## config.mk

```make
export PLATFORM = sky130hd
export DESIGN_NAME = stack_arbiter
export DESIGN_NICKNAME = d
export VERILOG_FILES = /design/src/rtl/stack_arbiter.sv
export SDC_FILE = /design/constraint.sdc
export NUM_CORES = 1
export LEC_CHECK = 0
export ABC_AREA = 1
export CORE_ASPECT_RATIO = 0.5
export CORE_MARGIN = 1.5
export CORE_UTILIZATION = 38
export DETAILED_ROUTE_END_ITERATION = 12
export PLACE_DENSITY = 0.75
export SYNTH_ARGS = -nofsm -noshare
export SYNTH_HDL_FRONTEND = slang
export SYNTH_SLANG_ARGS = --single-unit
```

## constraint.sdc

```tcl
create_clock -name clk -period 1.3 [get_ports clk]
set_input_delay 0.325 -clock clk [delete_from_list [all_inputs] [get_ports clk]]
set_output_delay 0.325 -clock clk [all_outputs]
set_load 0.005 [all_outputs]
```

## src/rtl/stack_arbiter.sv

```systemverilog
// Two-client push/pop sequencer for the shared stack; ack lands RESP_WAIT+2 cycles after a request is seen in IDLE.
// Clients hold req until ack (no other backpressure); define STACK_ARB_RR_EN for round-robin, else client 0 has fixed priority.
module stack_arbiter #(
  parameter int DATA_W    = 8,
  parameter int RESP_WAIT = 2
) (
  input  logic              clk,
  input  logic              reset,
  input  logic              req0,
  input  logic              req1,
  input  logic              op0,
  input  logic              op1,
  input  logic [DATA_W-1:0] wdata0,
  input  logic [DATA_W-1:0] wdata1,
  output logic              ack0,
  output logic              ack1,
  output logic [DATA_W-1:0] rdata,
  output logic              rerr,
  output logic              grant_id,
  output logic              busy,
  output logic              stack_push,
  output logic              stack_pop,
  output logic [DATA_W-1:0] stack_data_in,
  input  logic [DATA_W-1:0] stack_data_out,
  input  logic              stack_error
);

  typedef enum logic [1:0] {IDLE, ISSUE, WAIT, DONE} state_t;

  state_t      state, state_nxt;
  logic [3:0]  cnt;
  logic        grant_vld;
  logic        pick;
  logic        pick_op;
  logic [DATA_W-1:0] pick_wdata;

  assign grant_vld  = req0 | req1;
  assign pick_op    = pick ? op1 : op0;
  assign pick_wdata = pick ? wdata1 : wdata0;

`ifdef STACK_ARB_RR_EN
  logic last_grant;

  // A lone requester wins; a contest goes to the client not served last.
  assign pick = (req0 && req1) ? ~last_grant : req1;

  always_ff @(posedge clk or posedge reset) begin
    if (reset)
      last_grant <= 1'b1;
    else if (state == IDLE && grant_vld)
      last_grant <= pick;
  end
`else
  assign pick = ~req0;
`endif

  always_ff @(posedge clk or posedge reset) begin
    if (reset) state <= IDLE;
    else       state <= state_nxt;
  end

  always_comb begin
    state_nxt = state;
    case (state)
      IDLE:    if (grant_vld) state_nxt = ISSUE;
      ISSUE:   state_nxt = WAIT;
      WAIT:    if (cnt == 4'd0) state_nxt = DONE;
      DONE:    state_nxt = IDLE;
      default: state_nxt = IDLE;
    endcase
  end

  // Outputs are registered against the state being entered, so pulses align with ISSUE/DONE.
  always_ff @(posedge clk or posedge reset) begin
    if (reset) begin
      cnt           <= 4'd0;
      ack0          <= 1'b0;
      ack1          <= 1'b0;
      rdata         <= '0;
      rerr          <= 1'b0;
      grant_id      <= 1'b0;
      busy          <= 1'b0;
      stack_push    <= 1'b0;
      stack_pop     <= 1'b0;
      stack_data_in <= '0;
    end else begin
      ack0       <= 1'b0;
      ack1       <= 1'b0;
      stack_push <= 1'b0;
      stack_pop  <= 1'b0;
      busy       <= (state_nxt != IDLE);
      case (state)
        IDLE: if (grant_vld) begin
          grant_id      <= pick;
          stack_data_in <= pick_wdata;
          stack_push    <= ~pick_op;
          stack_pop     <= pick_op;
        end
        ISSUE: cnt <= 4'(RESP_WAIT - 1);
        WAIT: begin
          if (cnt == 4'd0) begin
            rdata <= stack_data_out;
            rerr  <= stack_error;
            ack0  <= ~grant_id;
            ack1  <= grant_id;
          end else begin
            cnt <= cnt - 4'd1;
          end
        end
        default: ;
      endcase
    end
  end

endmodule

```

; After elaboration in Yosys (flattened, before gate mapping)
; Cells that the tools add are included.
[classes]
n_addsub = 1
n_eq_ne = 4
mux = 15
n_bitwise = 4
reduce_logical = 7
[ops]
columns = op, count
row1 = 2-to-1 mux 1 bit, 9
row2 = 2-to-1 mux 8 bit, 1
row3 = case mux 2 bit (4 select lines), 1
row4 = case mux 4 bit (2 select lines), 1
row5 = AND reduction 2 bit, 3
row6 = "== test 2 bit, second input constant", 2
row7 = logical NOT 4 bit, 1
row8 = 2-to-1 mux 2 bit, 2
row9 = 2-to-1 mux 4 bit, 1
row10 = nonzero test 2 bit, 2
row11 = "subtractor 4 x 1 -> 4 bit, second input constant", 1
row12 = inverter 1 bit, 3
row13 = "== test 2 x 1 -> 1 bit, second input constant", 1
row14 = logical NOT 2 bit, 1
row15 = "!= test 2 bit, second input constant", 1
row16 = bitwise OR 1 bit, 1
[totals]
ff_bits = 29

; Longest topological paths before layout
[depth]
depth_word = 4
mapped_depth = 6
mapped_depth_nobuf = 6

; Worst setup path before layout
; No wires, ideal clock.
[synth_path]
path_type = reg2reg
start = reg state[0]
end = reg rdata[0]
setup_time_ns = 0.117
arrival_time_ns = 1.108
slack_ns = 0.075
path_stages_with_launch = 7
path_buffers = 1
path_cell_list = dfrtp_1 -> inv_1 -> ha_1 -> nand3_4 -> buf_6 -> nand2_1 -> nand2_1
[synth_between]
elab_chain_cells = 2
[synth_rtl]
columns = element, line
row1 = "start, declared", 30  ; state_t state, state_nxt;
row2 = "start signal, assigned", 59  ; else state <= state_nxt;
row3 = == test 2 bit, 92  ; case (state)
row4 = AND reduction 2 bit (no source line), -
row5 = "end signal, assigned", 102  ; rdata <= stack_data_out;
row6 = "end, declared", 17  ; output logic [DATA_W-1:0] rdata,
; No other way between the ends.
; A chain may end at the register's enable or synchronous reset.

; Worst setup path after layout
[layout_path]
start = reg stack_data_in[2]
end = out stack_data_in[2]
[layout_rtl]
columns = element, line
row1 = "start, declared", 23  ; output logic [DATA_W-1:0] stack_data_in,
row2 = "start signal, assigned", 95  ; stack_data_in <= pick_wdata;
; No word-level cell between the ends.

==> out/metrics.yaml <==
status: "completed"
drv_slew: 0
critical_path_arrival_ns: 0.95
dp_cells: 251
setup.worst_path.end_class: "output pin"
synthesis.nets: 190
power_density_mw_per_mm2: 2100
holdWs_ns: 0.389
grt_usage_pct: 17.4
die-area_sq_mm: 0.00385
drive_gt1_share_pct: 12.6
final-setup-viol-count: 0
critPathTopFamily: "flip-flops"
synthDistinctLibCells: 20
ff2ff_path_depth: 6
crit_required_ns: 0.98
die_w_microns: 86.2
grt_max_degree: 30
worst_pin_slew_ns: 0.239
peakVddDrop_uv: 766
leakage_nw: 1.07
p_int_w: 0.00287
hpwl_mm: 2.18
initial_utilization_pct: 41.7
antenna_found_initial: 0
finalClockSkew_ns: 0.00597
worstSkewPairLatency_ns: 0.28
drc: 0
rsz0062_at_grt: "yes"
htree_levels: 2
crit_slowest_cell: "dfrtp_1"
power_w: 0.00435
cts_sinks: 29
cpPeakStageDelay_ns: 0.40
crit_cells: 1
clockBufferDepth: 2
timing.rr.end: "rdata[2]"
synth.cell_area_sq_mm: 0.00132
fin_util_pct: 65.6
path_max_fanout: 2
vias: 1193
routedWlPerCell_microns: 11.3
start_kind: "flip-flop"
power_frac_comb_pct: 43.0
layout_min_cycle_time_ns: 1.27
min_path_type: "in -> async"
num_io_pins: 54
r2r_start: "state[0]"
coreArea_sq_mm: 0.00315
clk_pin_slew_worst_paths_ns: 0.07
nets: 256
crit_buf_inv: 1
maxCapViolations: 0
core.rowCount: 14
area_growth_pct: 57.1
r2r_setup_slack_ns: 0.07
cts_buffers: 5
cts_tree: "yes"
place_ws_ns: -0.154
grt-ovfl-total: 0
worst_slack_ns: 0.0252
yosysSeqAreaShare_pct: 55.1
yosysWarnings: 0
cts_root_buffer: "clkbuf_8"
max_freq_mhz: 784
swShare_pct: 33.9
seqPwrFrac_pct: 34.7
timing.final.crit_share_pct: 98.1
synth_cells: 155
grt_pass1_wl_mm: 4.88
firstDrtPassIters: 4
num_antenna_cells: 0
via_per_inst: 4.55
ys_ff_latch: 29
antenna_left: 0
path_class: "reg -> out"
drtIter0Drc: 35
p_switching_w: 0.00148
stdcell_count: 262
power_frac_clock_pct: 22.3
cp_cell_sequence: "dlygate4sd2_1"
die_h_microns: 44.6
numPortBuffers: 53
max_slew_margin_pct: 83.9
grt_pass1_vias: 1188
gp_congestion: 0.714
finalHoldViolCount: 0
avgSynthCellArea_sq_um: 8.49
drt_wl_total_mm: 2.96
[how the worst max path moves through the flow]
stage                     startpoint                to  slack (ns)
CTS                 stack_data_in[3]  stack_data_in[3]        0.02
global placement                req0  stack_data_in[0]       -0.07
finish              stack_data_in[2]  stack_data_in[2]        0.03
global route                state[1]  stack_data_in[3]       -0.03
floorplan                   state[0]          rdata[0]        0.07
detailed placement              req0  stack_data_in[3]       -0.15
[routing by layer]
metal | GRT usage, % | vias to the layer above | part of all wire, %
li1 | - | 603 | -
met1 | 18.1 | 545 | 42
met2 | 32.4 | 41 | 51
met3 | 7.09 | 4 | 5.9
met4 | 7.10 | 0 | 1.2
met5 | 0 | - | 0
[worst reg2reg max path, stage by stage, from the launching register on]
cell and delay, ns:
dfrtp_1 0.39, inv_2 0.09, ha_2 0.24, nand3_4 0.10, buf_4 0.18, nand2_1 0.07, nand2_1 0.05
[layout make-up]
type	instances	area, sq um
Fill cell	279	1080
Timing Repair Buffer	64	601
Inverter	22	83.8
Tap cell	40	50.0
Sequential cell	29	726
Clock buffer	6	82.6
Multi-Input combinational cell	99	488
Clock inverter	2	37.5
[state kept, by name, summed over array words and instances, names as in the netlist]
register and flops:
busy 1, ack1 1, stack_data_in 8, grant_id 1
ack0 1, stack_pop 1, rerr 1, stack_push 1
state 2, cnt 4, rdata 8
[per-stage QoR]
stage | TNS (ns) | cell area, sq um
2_1_floorplan | 0 | 1320
3_3_place_gp | -0.713 | 1930
3_5_place_dp | -1.33 | 1930
4_1_cts | 0 | 2040
5_1_grt | -0.0444 | 2070
6_report | 0 | 2070
[power by group through the flow]
stage / Sequential [W] / Clock [W] / Combinational [W]
floorplan: 0.00154 / 0 / 0.000916
global placement: 0.00153 / 0 / 0.00187
detailed placement: 0.00153 / 0 / 0.00197
CTS: 0.00150 / 0.000989 / 0.00182
global route: 0.00155 / 0.00102 / 0.00211
finish: 0.00151 / 0.000969 / 0.00187
[cell families (layout without fill, tap and decap cells)]
logic type | after synthesis | count (layout) | share of synthesized area, %
simple gates | 70 | 70 | 22.0
flops | 29 | 29 | 55.1
buf+inv | 27 | 94 | 9.13
compound gates | 25 | 25 | 9.98
fa+ha+maj | 4 | 4 | 3.80
[cells in the final DEF (no fill, tap or decap), drive strengths merged]
master and instances:
clkbuf 6, buf 11, dfrtp 29, nor2 12
nand3 3, ha 4, o21ai 23, nor3 1
a21oi 1, nand2 53, o21bai 1, dlygate4sd2 23
bufinv 1, clkinv 1, clkdlybuf4s50 30, clkinvlp 1
nand3b 1, inv 21
[cell usage after synthesis]
master    instances  area, sq um
o21ai_1           4         20.0
nand2_2           1         6.26
inv_1            21         78.8
nor2_2            1         6.26
nand3_4           1         17.5
a21oi_1           1         5.00
nand3_1           2         10.0
nor3_1            1         5.00
o21ai_2           1         8.76
dfrtp_1          29          726
ha_1              4         50.1
buf_4             2         15.0
o21bai_1          1         7.51
nand3b_1          1         7.51
buf_6             1         11.3
nor2_1           11         41.3
buf_2             2         10.0
clkinv_2          1         5.00
o21ai_0          18         90.1
nand2_1          52          195
[timing repair]
| action | CTS | global route |
|---|---|---|
| hold buffers | 0 | 0 |
| setup buffers | 2 | 1 |
| endpoints found under the setup margin | 25 | 25 |
| pin swaps | 0 | 0 |
| gates cloned | 0 | 0 |
| gates resized for setup | 24 | 5 |
Note: power is estimated with default switching activity, not from simulation.
